### config.mk
export PLATFORM = sky130hd
export DESIGN_NAME = r_div_mc
export DESIGN_NICKNAME = d
export VERILOG_FILES = /design/src/rtl/r_div_pkg.sv /design/src/rtl/r_div_radix_step.sv /design/src/rtl/r_div_mc.sv
export SDC_FILE = /design/constraint.sdc
export NUM_CORES = 1
export LEC_CHECK = 0
export CORE_ASPECT_RATIO = 1.5
export CORE_UTILIZATION = 41
export DETAILED_ROUTE_END_ITERATION = 8
export PLACE_DENSITY = 0.61
export SYNTH_ARGS = -nofsm -noshare
export SYNTH_HDL_FRONTEND = slang
export SYNTH_SLANG_ARGS = --single-unit
### constraint.sdc
create_clock -name clk_i -period 24.3 [get_ports clk_i]
set_input_delay 3.645 -clock clk_i [delete_from_list [all_inputs] [get_ports clk_i]]
set_output_delay 3.645 -clock clk_i [all_outputs]
set_load 0.005 [all_outputs]
### src/rtl/r_div_pkg.sv
// Shared state type and parameter helpers for the r_div_mc multicycle divider.
package r_div_pkg;

  typedef enum logic [2:0] {
    StIdle,
    StPrep,
    StIter,
    StFix,
    StDone
  } r_div_state_e;

  function automatic int unsigned log2_radix(input int unsigned radix);
    return $clog2(radix);
  endfunction

  function automatic int unsigned n_iter(input int unsigned width, input int unsigned radix);
    return width / log2_radix(radix);
  endfunction

  function automatic bit radix_legal(input int unsigned radix);
    return (radix == 2) || (radix == 4) || (radix == 8) || (radix == 16);
  endfunction

  // Counter must stay at least one bit wide even when a single iteration suffices.
  function automatic int unsigned cnt_width(input int unsigned iters);
    return (iters > 1) ? $clog2(iters) : 1;
  endfunction

endpackage

### src/rtl/r_div_radix_step.sv
// One divider iteration: LOG2R chained single-bit restoring cells, quotient bits MSB first.
module r_div_radix_step #(
  parameter int unsigned WIDTH = 32,
  parameter int unsigned LOG2R = 2
) (
  input  logic [WIDTH:0]   rem_i,
  input  logic [WIDTH-1:0] divisor_i,
  input  logic [LOG2R-1:0] dvd_bits_i,
  output logic [WIDTH:0]   rem_o,
  output logic [LOG2R-1:0] quot_bits_o
);

  logic [WIDTH:0]   rem;
  logic [WIDTH+1:0] diff;

  always_comb begin
    rem         = rem_i;
    diff        = '0;
    quot_bits_o = '0;
    for (int i = LOG2R - 1; i >= 0; i--) begin
      // Sign bit of the widened difference tells whether the trial subtract underflowed.
      diff           = {rem, dvd_bits_i[i]} - {2'b00, divisor_i};
      quot_bits_o[i] = ~diff[WIDTH+1];
      rem            = diff[WIDTH+1] ? {rem[WIDTH-1:0], dvd_bits_i[i]} : diff[WIDTH:0];
    end
    rem_o = rem;
  end

endmodule

### src/rtl/r_div_mc.sv
// Multicycle restoring divider, log2(RADIX) quotient bits per clock, signed/unsigned.
// Optional R_DIV_EARLY_OUT_EN skips iteration when |divisor| > |dividend|.
module r_div_mc
  import r_div_pkg::*;
#(
  parameter int unsigned WIDTH = 32,
  parameter int unsigned RADIX = 4
) (
  input  logic             clk_i,
  input  logic             rst_i,
  input  logic             flush_i,
  input  logic             in_valid_i,
  output logic             in_ready_o,
  input  logic [WIDTH-1:0] dividend_i,
  input  logic [WIDTH-1:0] divisor_i,
  input  logic             signed_i,
  output logic             out_valid_o,
  input  logic             out_ready_i,
  output logic [WIDTH-1:0] quotient_o,
  output logic [WIDTH-1:0] remainder_o,
  output logic             div_by_zero_o
);

  localparam int unsigned LOG2R  = log2_radix(RADIX);
  localparam int unsigned N_ITER = n_iter(WIDTH, RADIX);
  localparam int unsigned CNT_W  = cnt_width(N_ITER);
  localparam logic [CNT_W-1:0] CNT_LOAD = CNT_W'(N_ITER - 1);

  if (!radix_legal(RADIX) || (WIDTH < LOG2R) || ((WIDTH % LOG2R) != 0)) begin : gen_param_check
    $error("r_div_mc: illegal WIDTH/RADIX combination");
  end

  r_div_state_e state_q, state_d;

  logic [CNT_W-1:0] cnt_q;
  logic [WIDTH-1:0] dvd_raw_q;
  logic [WIDTH-1:0] dvs_raw_q;
  logic [WIDTH-1:0] dvd_shift_q;
  logic [WIDTH-1:0] quot_q;
  logic [WIDTH:0]   rem_q;
  logic             signed_q;
  logic             dbz_q;
  logic [WIDTH-1:0] quotient_q;
  logic [WIDTH-1:0] remainder_q;
  logic             div_by_zero_q;

  logic             dvd_neg;
  logic             dvs_neg;
  logic             dvs_zero;
  logic             early_out;
  logic [WIDTH-1:0] dvd_mag;
  logic [WIDTH-1:0] dvs_mag;
  logic [WIDTH:0]   rem_next;
  logic [LOG2R-1:0] quot_bits;

  // Operand signs only matter for signed operations; magnitude of MIN stays 2^(WIDTH-1).
  assign dvd_neg  = signed_q & dvd_raw_q[WIDTH-1];
  assign dvs_neg  = signed_q & dvs_raw_q[WIDTH-1];
  assign dvd_mag  = dvd_neg ? -dvd_raw_q : dvd_raw_q;
  assign dvs_mag  = dvs_neg ? -dvs_raw_q : dvs_raw_q;
  assign dvs_zero = (dvs_raw_q == '0);

`ifdef R_DIV_EARLY_OUT_EN
  assign early_out = ~dvs_zero & (dvs_mag > dvd_mag);
`else
  assign early_out = 1'b0;
`endif

  assign in_ready_o    = (state_q == StIdle);
  assign out_valid_o   = (state_q == StDone);
  assign quotient_o    = quotient_q;
  assign remainder_o   = remainder_q;
  assign div_by_zero_o = div_by_zero_q;

  r_div_radix_step #(
    .WIDTH(WIDTH),
    .LOG2R(LOG2R)
  ) u_step (
    .rem_i      (rem_q),
    .divisor_i  (dvs_mag),
    .dvd_bits_i (dvd_shift_q[WIDTH-1 -: LOG2R]),
    .rem_o      (rem_next),
    .quot_bits_o(quot_bits)
  );

  always_comb begin
    state_d = state_q;
    unique case (state_q)
      StIdle: if (in_valid_i) state_d = StPrep;
      StPrep: state_d = (dvs_zero || early_out) ? StFix : StIter;
      StIter: if (cnt_q == '0) state_d = StFix;
      StFix:  state_d = StDone;
      StDone: if (out_ready_i) state_d = StIdle;
      default: state_d = StIdle;
    endcase
    if (flush_i) state_d = StIdle;
  end

  always_ff @(posedge clk_i or posedge rst_i) begin
    if (rst_i) begin
      state_q <= StIdle;
    end else begin
      state_q <= state_d;
    end
  end

  // Flush freezes all datapath registers, so a flushed result never reaches the outputs.
  always_ff @(posedge clk_i or posedge rst_i) begin
    if (rst_i) begin
      cnt_q         <= '0;
      dvd_raw_q     <= '0;
      dvs_raw_q     <= '0;
      dvd_shift_q   <= '0;
      quot_q        <= '0;
      rem_q         <= '0;
      signed_q      <= 1'b0;
      dbz_q         <= 1'b0;
      quotient_q    <= '0;
      remainder_q   <= '0;
      div_by_zero_q <= 1'b0;
    end else if (!flush_i) begin
      unique case (state_q)
        StIdle: begin
          if (in_valid_i) begin
            dvd_raw_q <= dividend_i;
            dvs_raw_q <= divisor_i;
            signed_q  <= signed_i;
          end
        end
        StPrep: begin
          dvd_shift_q <= dvd_mag;
          quot_q      <= '0;
          cnt_q       <= CNT_LOAD;
          dbz_q       <= dvs_zero;
          rem_q       <= early_out ? {1'b0, dvd_mag} : '0;
        end
        StIter: begin
          dvd_shift_q <= dvd_shift_q << LOG2R;
          quot_q      <= (quot_q << LOG2R) | WIDTH'(quot_bits);
          rem_q       <= rem_next;
          if (cnt_q != '0) cnt_q <= cnt_q - 1'b1;
        end
        StFix: begin
          if (dbz_q) begin
            quotient_q    <= '1;
            remainder_q   <= dvd_raw_q;
            div_by_zero_q <= 1'b1;
          end else begin
            quotient_q    <= (dvd_neg ^ dvs_neg) ? -quot_q : quot_q;
            remainder_q   <= dvd_neg ? -rem_q[WIDTH-1:0] : rem_q[WIDTH-1:0];
            div_by_zero_q <= 1'b0;
          end
        end
        default: ;
      endcase
    end
  end

endmodule
==> results.md, run 1 <==
- Status: complete, no violations
- Syn Inst Count: roughly 1.9k
- Clock skew: about 17 ps
- Reg2reg start: dvs_raw_q[2]$_DFFE_PP0P_
- Min cycle time layout: around 9600 ps
- # diodes: 0
- Syn nets: ~2.0k
- Cts bufs inserted: 26
- Worst Max-Slew Pin Slew: 1227 ps
- Overflow after GRT: 0
- Power density over cell area: roughly 160 mW/mm^2
- Routability Congestion: between 0.8 and 0.9
- # IOs: around 140
- H-tree Lvls: 1
- Max incr delay on CP: between 900 and 1000 ps
- Commonest non-fill, non-tap cell in the layout: nand2_1
- Critical path startpoint: dvs_raw_q[2]$_DFFE_PP0P_
- Ys async rst share: 1.000
- Worst reg2reg path depth: 33
- Share of cells above drive strength 1: 0.09013
- Worst hold path class: reg2reg
- Layout Cells excl Fill: between 2k and 2.5k
- Mean area per synthesized cell: roughly 8.6 um^2
- Netlist Area Pre-Place: roughly 0.016 mm^2
- R2R Setup Slk: between 10000 and 15000 ps
- Synth-to-layout area growth: 16.38%
- Final setup TNS: 0 ps
- Critical path class: reg2reg
- Sequential-to-total area share from yosys stat: 0.3685
- Antenna violations before repair: 0
- Core area: about 0.038 mm^2
- DRC: 0
- Dpl hpwl: about 33 mm
- Worst path required time: between 20000 and 25000 ps
- Post-CTS Setup Bufs: 0
- Worst-skew pair later-pin latency: ~550 ps
- CP Capture Point: rem_q[17]$_DFFE_PP0P_
- Clock tree buffer depth: 3
- Die Ht: between 200 and 250 um
- Sink Count: approximately 240
- Post-layout net count: 2096
- Vias in the first global route: about 13k
- First-pass GRT wire length: between 70 and 80 mm
- Warnings from Yosys: 0
- WP data arrival: 10040 ps
- Resize count post-CTS: 0
- Max Fclk: 0.1041 GHz
- # rows: 88
- Max_cap viols: 0
- Worst path slowest cell: nor4_1
- Vias: roughly 14k
- CTS Root Buffer Type: clkbuf_16
- Synth Flop Type: dfrtp_1
- Final worst path period share: 0.3953
- RSZ-0062 raised after global routing: false
- Crit path max fanout: 21
- Number of flops mapped to enable cells by yosys: 0
- CTS tree: done
- Synthesis-stage register bit count: about 240
- DR iter-0 viols: approximately 670
- Leak: 0.007884 uW
- Post-Route WL: approximately 44 mm
- Dpl cells: 2424
- CP Launch Type: register
- Clock transition at the registers of the reported paths: roughly 60 ps
- Finish-stage setup viols: 0
- Crit end category: register
- Hold Buf Count CTS: 0
- Via-to-Cell Ratio: 5.540
- Routed WL per cell: 17.89 um
- Final Hold Violating Endpoints: 0
- Slew Limit Fails: 0
- I/O Buffers: ~140
- Unique masters post-synth: 86
- GRT Util Overall: 0.2234
- DRT Pass-1 Iters: 5
- Largest net degree at the start of global routing: approximately 130
- DRT antenna net count: 0
- Most frequent cells in the layout: 264 x nand2_1, 234 x dfrtp_1, 193 x o21ai_0
- Total power: between 2000 and 3000 uW
- Die W: approximately 160 um
- Full die area: 0.03974 mm^2
- Initial core utilization: 0.4153
- Slew HR: 0.1814
- Worst VDD drop: between 0.0001 and 0.00015 V
- Critical R2R Capture: rem_q[17]$_DFFE_PP0P_
per-layer routing:
layer	up-vias	wire length, um	track usage
li1	6785	-	-
met1	6550	19060	0.2813
met2	279	22240	0.3942
met3	70	1524	0.01992
met4	0	1377	0.07861
met5	-	0	0
logic make-up (layout without fill, tap and decap cells):
group | Yosys count | count (layout) | share of synthesized area
adders and majority gates | 72 | 72 | 0.05691
buffers and inverters | 137 | 248 | 0.03684
and+or+nand+nor | 595 | 595 | 0.1682
muxes | 101 | 101 | 0.06993
DFF | 235 | 235 | 0.3685
xor gates and xnor gates | 166 | 166 | 0.09204
AOI/OAI and AO/OA | 558 | 558 | 0.2076
flip-flops by register name, summed over array words and instances (netlist names):
signal / cells
dvd_shift_q: 32
remainder_o: 32
state_q: 3
dbz_q: 1
dvs_raw_q: 32
dvd_raw_q: 32
div_by_zero_o: 1
quot_q: 32
quotient_o: 32
signed_q: 1
cnt_q: 4
rem_q: 33
through the flow:
step	hold slack (ps)	util	setup slack, ps	instance area, um^2
final	479.0	0.4834	14690	18570
after global routing	491.1	0.4834	13990	18570
after CTS	484.4	0.4834	14760	18570
after detailed placement	470.2	0.4609	14810	17710
after global placement	463.1	0.4609	14910	17710
after floorplan	449.8	-	14210	15960
power by group:
group / total, uW / switching [uW] / internal [uW]
Combinational: 1890 / 1030 / 856
Sequential: 667 / 145 / 521
Clock: 405 / 166 / 239
worst min path at each step:
stage | start | to | slack, ps | depth (start not counted)
4_1_cts | dvd_shift_q[3]$_DFFE_PP0P_ | dvd_shift_q[3]$_DFFE_PP0P_ | 480 | 2
5_1_grt | dvd_shift_q[2]$_DFFE_PP0P_ | dvd_shift_q[2]$_DFFE_PP0P_ | 490 | 2
2_1_floorplan | dvd_shift_q[30]$_DFFE_PP0P_ | dvd_shift_q[30]$_DFFE_PP0P_ | 450 | 2
3_3_place_gp | dvd_shift_q[10]$_DFFE_PP0P_ | dvd_shift_q[10]$_DFFE_PP0P_ | 460 | 2
3_5_place_dp | dvd_shift_q[3]$_DFFE_PP0P_ | dvd_shift_q[3]$_DFFE_PP0P_ | 470 | 2
6_report | dvd_shift_q[2]$_DFFE_PP0P_ | dvd_shift_q[2]$_DFFE_PP0P_ | 480 | 2
cell type report:
cell class / count / area (um^2)
clock buffers: 37 / 721.9
fillers: 3737 / 19850
flip-flops and latches: 235 / 5882
clock inverters: 9 / 142.6
multi-input cells: 1492 / 9524
well taps: 495 / 619.3
inverters: 48 / 187.7
repair buffers: 154 / 1496
critical path: cells and delay by family, from the launching register on:
kind                     cells  cell delay (ps)
buffers and inverters        3              790
multiplexers                 1              380
XOR/XNOR                     1              180
AO/OA/AOI/OAI               15             3370
adder cells (fa/ha/maj)      2              530
flip-flops                   1              430
AND/OR/NAND/NOR             11             3820
cell usage after synthesis (8+ instances only):
cell type,number,area share
clkbuf_1,73,0.017
or3_1,18,0.0071
o31ai_1,34,0.016
nor2_1,157,0.037
and2_1,10,0.0039
nor3_1,27,0.0085
a21o_1,17,0.0080
nand2_1,264,0.062
nand3_1,27,0.0085
o21a_1,14,0.0066
o21ai_0,193,0.061
inv_1,47,0.011
nor4_1,18,0.0071
a21oi_1,191,0.060
nor2b_1,11,0.0043
a211oi_1,10,0.0047
ha_1,67,0.053
xnor2_1,82,0.045
mux2i_1,20,0.013
o21bai_1,8,0.0038
a22o_1,9,0.0049
nand2b_1,12,0.0047
mux2_2,80,0.056
a31oi_1,15,0.0059
xor2_1,82,0.045
dfrtp_1,235,0.37
o41ai_1,12,0.0066
and3_1,9,0.0035
(Power assumes the default switching activity.)
==> run 2, diff against run 1 <==
- clock period: 24.3 -> 9.6 ns (I/O delays scaled with it)
==> results.md, run 2 (same netlist as run 1, synthesis figures left out) <==
- CTS Root Buffer Type: clkbuf_16
- Worst VDD drop: 0.0002378 V
- First-pass GRT wire length: 70.14 mm
- Worst reg2reg path depth: 29
- Vias in the first global route: approximately 13k
- Clock power share: 0.135
- DRC: 0
- DR iter-0 viols: approximately 690
- Die W: between 150 and 200 um
- WP data arrival: roughly 9200 ps
- Post-layout net count: 2100
- H-tree Lvls: 1
- Max Fclk: 0.1143 GHz
- Hold path start: remainder_o[24]$_DFFE_PP0P_
- Die Ht: roughly 240 um
- Max_cap viols: 0
- Worst-skew pair later-pin latency: roughly 550 ps
- Top reg by flops: rem_q
- Resize count post-CTS: 0
- Hold depth: 2
- Power density over cell area: between 400 and 500 mW/mm^2
- Max reg flops: 33
- Final worst path period share: 0.9117
- DRT antenna net count: 0
- Slew HR: 0.1591
- Critical path class: reg2reg
- Clock transition at the registers of the reported paths: around 60 ps
- Worst Max-Slew Pin Slew: roughly 1300 ps
- Initial core utilization: 0.4153
- Clock tree buffer depth: 3
- # diodes: 0
- Slew Limit Fails: 0
- Worst path slowest cell: and2_1
- Routed WL per cell: approximately 18 um
- I/O Buffers: 136
- P_sw: ~3400 uW
- Overflow after GRT: 0
- CP Launch Type: register
- Antenna violations before repair: 0
- Vias: ~14k
- GRT Util Overall: 0.2219
- Share of cells above drive strength 1: 0.09343
- Combinational power share: 0.639
- Via-to-Cell Ratio: around 5.5
- Final Hold Violating Endpoints: 0
- Status: complete, no violations
- Largest net degree at the start of global routing: between 100 and 150
- CTS tree: done
- Sw Share: 0.4487
- Commonest non-fill, non-tap cell in the layout: nand2_1
- Worst path required time: roughly 10000 ps
- Worst hold path class: reg2reg
- Max incr delay on CP: ~740 ps
- Sink Count: about 240
- # rows: 88
- Crit end category: register
- Register share of total power: 0.226
- Most frequent cells in the layout: 264 x nand2_1, 234 x dfrtp_1, 193 x o21ai_0
- Fin Hold WS: about 480 ps
- Core area: roughly 0.038 mm^2
- R2R Setup Slk: between 800 and 900 ps
- Cts bufs inserted: 26
- Crit path max fanout: 40
- DRT Pass-1 Iters: 5
- Final setup TNS: 0 ps
- Leak: slightly below 0.008 uW
- Routability Congestion: approximately 0.90
- Synth-to-layout area growth: 16.62%
- Finish-stage setup viols: 0
- Worst Hold Endpoint: remainder_o[24]$_DFFE_PP0P_
- Internal power: about 4000 uW
- Min cycle time layout: about 8800 ps
- Dpl cells: 2428
- Dpl hpwl: 33.06 mm
- Post-Route WL: roughly 44 mm
- # IOs: 137
- Critical R2R Capture: rem_q[20]$_DFFE_PP0P_
- Full die area: a little under 0.04 mm^2
- Post-CTS Setup Bufs: 0
- RSZ-0062 raised after global routing: false
- Reg2reg start: dvs_raw_q[2]$_DFFE_PP0P_
- Layout Cells excl Fill: 2475
- Hold Buf Count CTS: 0
- Clock skew: around 17 ps
run 2: cell type report:
class,instances,area (um^2)
Fill cell,3650,19810
Multi-Input combinational cell,1492,9524
Sequential cell,235,5882
Timing Repair Buffer,158,1526
Clock buffer,41,808.3
Tap cell,495,619.3
Inverter,48,187.7
Clock inverter,6,65.06
run 2: worst max-delay path: cells and delay by family, from the launching register on:
kind,cells,cell delay (ps)
AOI/OAI and AO/OA,14,3250
buffers and inverters,2,560
and+or+nand+nor,9,3020
xor gates and xnor gates,1,370
DFF,1,430
muxes,1,250
adders and majority gates,2,690
run 2: worst max path at each step:
| stage | from | to | cells past startpoint |
|---|---|---|---|
| after floorplan | rst_i | cnt_q[0]$_DFFE_PP0P_ | 1 |
| after global placement | dvs_raw_q[2]$_DFFE_PP0P_ | rem_q[22]$_DFFE_PP0P_ | 31 |
| after detailed placement | dvs_raw_q[2]$_DFFE_PP0P_ | rem_q[20]$_DFFE_PP0P_ | 30 |
| after CTS | dvs_raw_q[2]$_DFFE_PP0P_ | rem_q[20]$_DFFE_PP0P_ | 30 |
| after global routing | dvs_raw_q[2]$_DFFE_PP0P_ | rem_q[20]$_DFFE_PP0P_ | 31 |
| final | dvs_raw_q[2]$_DFFE_PP0P_ | rem_q[20]$_DFFE_PP0P_ | 29 |
run 2: power groups by stage:
stage	combinational, uW	sequential, uW	clock [uW]
after floorplan	3650	1570	0
after global placement	4700	1690	0
after detailed placement	4740	1700	0
after CTS	4770	1690	1040
after global routing	5310	1730	1070
final	4780	1690	1010
run 2: layer usage:
metal,GRT usage,share of wire
met5,0,0
met4,0.06954,0.027
met3,0.01753,0.033
met2,0.4013,0.51
met1,0.2757,0.43
run 2: through the flow:
stage | power, uW | area, um^2 | worst slack [ps] | utilization
2_1_floorplan | 5222 | 15960 | 1714 | -
3_3_place_gp | 6396 | 17740 | 1036 | 0.4616
3_5_place_dp | 6447 | 17740 | 877.8 | 0.4616
4_1_cts | 7498 | 18610 | 856.6 | 0.4844
5_1_grt | 8115 | 18610 | 77.65 | 0.4844
6_report | 7471 | 18610 | 847.8 | 0.4844
==> run 3, diff against run 2 <==
- CAP_MARGIN: default -> 30
==> results.md, run 3 (same netlist as run 1, synthesis figures left out) <==
- Hold path start: remainder_o[24]$_DFFE_PP0P_
- Finish-stage setup viols: 0
- Crit end category: register
- Status: complete, no violations
- Reg2reg start: dvs_raw_q[2]$_DFFE_PP0P_
- DRT Pass-1 Iters: 5
- Via-to-Cell Ratio: between 5 and 6
- Largest net degree at the start of global routing: approximately 130
- Routed WL per cell: ~18 um
- Resize count post-CTS: 0
- Commonest non-fill, non-tap cell in the layout: nand2_1
- GRT Util Overall: 0.2224
- Worst path slowest cell: and2_1
- Placed Instance Area: about 0.018 mm^2
- Sink Count: about 240
- Share of cells above drive strength 1: 0.09581
- WP data arrival: a little over 9000 ps
- Final worst path period share: 0.9081
- Worst Max-Slew Pin Slew: about 920 ps
- First-pass GRT wire length: between 70 and 80 mm
- Leak: slightly below 0.008 uW
- Min cycle time layout: 8718 ps
- # IOs: 137
- Total power: between 7000 and 8000 uW
- Cell family with most CP delay: simple AND/OR/NAND/NOR gates
- Top reg by flops: rem_q
- Post-CTS Setup Bufs: 0
- Core area: around 0.038 mm^2
- Synth-to-layout area growth: 17.00%
- Post-layout net count: 2103
- DR iter-0 viols: between 700 and 800
- Max Fclk: ~0.11 GHz
- Critical path class: reg2reg
- Max_cap viols: 0
- Vias in the first global route: about 13k
- Die Ht: between 200 and 250 um
- Max incr delay on CP: 790 ps
- # rows: slightly below 90
- Slew HR: 0.3900
- CTS tree: done
- Power density over cell area: between 400 and 500 mW/mm^2
- Final Hold Violating Endpoints: 0
- Vias: 13.62k
- Die W: 163.1 um
- Worst path required time: about 10000 ps
- Full die area: roughly 0.040 mm^2
- Slew Limit Fails: 0
- Cts bufs inserted: 26
- Post-layout instance area: roughly 0.019 mm^2
- Worst hold path class: reg2reg
- Dpl hpwl: approximately 33 mm
- Most frequent cells in the layout: 264 x nand2_1, 234 x dfrtp_1, 193 x o21ai_0
- DRC: 0
- Max reg flops: 33
- H-tree Lvls: 1
- Post-Route WL: 43.55 mm
- R2R Setup Slk: 880 ps
- Routability Congestion: ~0.9
- Worst-skew pair later-pin latency: between 500 and 600 ps
- Clock tree buffer depth: 3
- RSZ-0062 raised after global routing: false
- Crit path max fanout: 21
- I/O Buffers: around 140
- Fill cells: between 3k and 4k
- Antenna violations before repair: 0
- Fin Hold WS: approximately 480 ps
- # diodes: 0
- Critical path buffers and inverters: 3
- Initial core utilization: 0.4153
- Worst VDD drop: around 0.00017 V
- Clock skew: 9.970 ps
- CTS Root Buffer Type: clkbuf_16
- Final setup TNS: 0 ps
- CP Launch Type: register
- Hold Buf Count CTS: 0
- Critical path startpoint: dvs_raw_q[2]$_DFFE_PP0P_
- Overflow after GRT: 0
- Clock transition at the registers of the reported paths: approximately 60 ps
- DRT antenna net count: 0
==> run 3: changes by cell type in the layout (fill, tap and decap cells not counted), sizes merged <==
cell / change
buf: +3
clkbuf: -6
clkinv: +5
bufinv: +1
==> run 3: report_power, final <==
group | total, uW | internal [uW] | switching, uW
combinational | 4780 | 2200 | 2580
sequential | 1690 | 1320 | 369
clock | 1010 | 600 | 410
==> run 3: layer usage <==
metal  vias to the layer above  GRT usage  wire (um)  share of wire
li1                       6796          -          -              -
met1                      6493     0.2760      18580           0.43
met2                       283     0.4050      22470           0.52
met3                        50    0.01856       1525          0.035
met4                         0    0.06322        976          0.022
met5                         -          0          0              0
==> run 3: worst paths after layout <==
check / end / cells past startpoint
max: rem_q[20]$_DFFE_PP0P_ / 31
min: remainder_o[24]$_DFFE_PP0P_ / 2
max reg2reg: rem_q[20]$_DFFE_PP0P_ / 31
min reg2reg: remainder_o[24]$_DFFE_PP0P_ / 2
max in group asynchronous: dbz_q$_DFFE_PP0P_ / 3
min in group asynchronous: quotient_o[3]$_DFFE_PP0P_ / 2
==> run 3: worst register-to-register path: cells and delay by family, from the launching register on <==
kind	cells	cell delay, ps
compound gates	14	2860
mux	1	250
fa+ha+maj	2	680
flops	1	440
simple gates	10	3530
buf+inv	3	650
xor+xnor	1	170
==> run 3: area by class of cell <==
type	instances	area (um^2)	share of cell area
multi-input combinational	1492	9524	0.5101
sequential	235	5882	0.3150
timing repair buffer	161	1589	0.08510
clock buffer	35	745.7	0.03994
tap	495	619.3	0.03317
inverter	48	187.7	0.01005
clock inverter	12	125.1	0.006701
==> run 3: per-stage QoR <==
| step | std cells | utilization | worst slack (ps) |
|---|---|---|---|
| detailed placement | 2431 | 0.4633 | 844.9 |
| global route | 2478 | 0.4859 | 95.40 |
| global placement | 2428 | 0.4616 | 1036 |
| floorplan | 1864 | - | 1714 |
| finish | 2478 | 0.4859 | 882.2 |
| CTS | 2478 | 0.4859 | 822.7 |
==> RTL change, RTL diff (settings of run 1) <==
`RADIX`: 4 -> 2.
--- a/src/rtl/r_div_mc.sv
+++ b/src/rtl/r_div_mc.sv
@@ -6,3 +6,3 @@
   parameter int unsigned WIDTH = 32,
-  parameter int unsigned RADIX = 4
+  parameter int unsigned RADIX = 2
 ) (
Function: no difference found for any inputs over 4 cycles, from zero or initial values and one cycle with rst_i high; that may be too few to reach the edited logic, so the function may still have changed.
==> RTL change against run 1 <==
- the flow now finishes with violations (design-rule violations)
- area after synthesis decreased by 13%
- die area decreased by 13%
- design area decreased by 12%
- routed wire length decreased by 18%
- power decreased by 25%
- sequential cell count increased by 1
- setup slack improved by 3.7 ns
- sequential share of layout area increased by 4.3 points
- clock power about the same
- largest power group unchanged
- highest routed layer unchanged
==> RTL change: results (changes against run 1) <==
{| class="wikitable"
! Metric !! Value
|-
| Internal Power || 1.28 mW (-21%)
|-
| Count of unresolved DRC violations after routing || 13 (+13)
|-
| Failing checks || design-rule violations
|-
| Depth of the most critical reg-to-reg path || 18 (-45%)
|-
| Count of nets after finishing || 1,776 (-15%)
|-
| Worst Clk Skew || 0.0257 ns (+0.00894 ns)
|-
| Met2 usage || 40.9% (+1.5 points)
|-
| Max FO, Critical Path || 19 (-9.5%)
|-
| Synth cell types || 62 (-28%)
|-
| Minimum period implied by the final worst setup slack || 5.88 ns (-3.72 ns)
|-
| VDD IR max || 0.0668 mV (-41%)
|-
| Instance area at placement || 15,600 um2 (-12%)
|-
| Met3 layer wire length in the routed design || 1130 um (-26%)
|-
| Cell count after synthesis || 1,579 (-15%)
|-
| Synth Area in XOR/XNOR || 9.09% (-0.12 points)
|-
| Reg-to-reg endpoint || rem_q[31]
|-
| Leak Pwr || 7.03 nW (-11%)
|-
| Worst stage delay on the critical path || 0.61 ns (-0.33 ns)
|-
| Power share of the combinational group || 51.3% (-13 points)
|-
| Detailed router's first-iteration violation count || 537 (-20%)
|-
| Total nets after synthesis || 1,688 (-16%)
|-
| Pre-CTS WS || 17.88 ns (+3.07 ns)
|-
| Share of the synthesized area in compound gates (AO/OA/AOI/OAI) || 17.0% (-3.8 points)
|-
| Worst EP arrival || 6.33 ns (-3.71 ns)
|-
| Met3 GRT Util || 1.83% (-0.16 points)
|-
| Power per unit of standard cell area || 136 nW/um2 (-15%)
|-
| Number of buffers inserted to repair setup after CTS || 0 (unchanged)
|-
| Portion of netlist area occupied by mux cells || 7.16% (+0.17 points)
|-
| Number of iterations in the first detailed-routing pass || 7 (+2)
|-
| Share of post-route cells with drive strength above 1 || 8.48% (-0.53 points)
|-
| Top area cells in the synthesized netlist || dfrtp_1 (43%), nand2_1 (6.1%), a21oi_1 (5.8%), mux2_2 (5.4%), o21ai_0 (5.1%)
|-
| Vias in the first global route || 11,600 (-14%)
|-
| Status || complete, but fails checks
|-
| Normalized max-slew margin || 21.5% (+3.4 points)
|-
| Startpoint of the worst-slack reg-to-reg timing path || dvs_raw_q[6]
|-
| Post-detailed-route wirelength per cell || 17.2 um (-3.6%)
|-
| Share of synthesized cell area in full adder, half adder and majority cells || 3.57% (-2.1 points)
|-
| Routed length on met1 || 14,900 um (-22%)
|-
| List of most frequent post-synthesis cells || dfrtp_1 (236), nand2_1 (225), a21oi_1 (161)
|-
| Slowest cell on the critical path || xor2_4
|-
| Placed Cells || 2,059 (-15%)
|-
| Clk pwr share || 18.1% (+4.4 points)
|-
| Type of the worst setup path || flip-flop to flip-flop
|}
RTL change: final cells by class:
| type | count | area (um2) | share of cell area, % |
|---|---|---|---|
| repair buffers | 149 | 1460 | 8.88 |
| flip-flops and latches | 236 | 5910 | 35.9 |
| well taps | 420 | 526 | 3.20 |
| inverters | 31 | 124 | 0.754 |
| clock inverters | 15 | 148 | 0.898 |
| clock buffers | 32 | 734 | 4.47 |
| multi-input cells | 1223 | 7540 | 45.9 |
RTL change: worst min path at each step:
stage | start | end | slack (ns) | cells after the start
4_1_cts | dvd_shift_q[9] | dvd_shift_q[9] | 0.49 | 2
2_1_floorplan | dvd_shift_q[22] | dvd_shift_q[22] | 0.44 | 2
3_3_place_gp | dvd_shift_q[6] | dvd_shift_q[6] | 0.47 | 2
5_1_grt | dvd_shift_q[6] | dvd_shift_q[6] | 0.51 | 2
6_report | dvd_shift_q[9] | dvd_shift_q[9] | 0.48 | 2
3_5_place_dp | dvd_shift_q[9] | dvd_shift_q[9] | 0.47 | 2
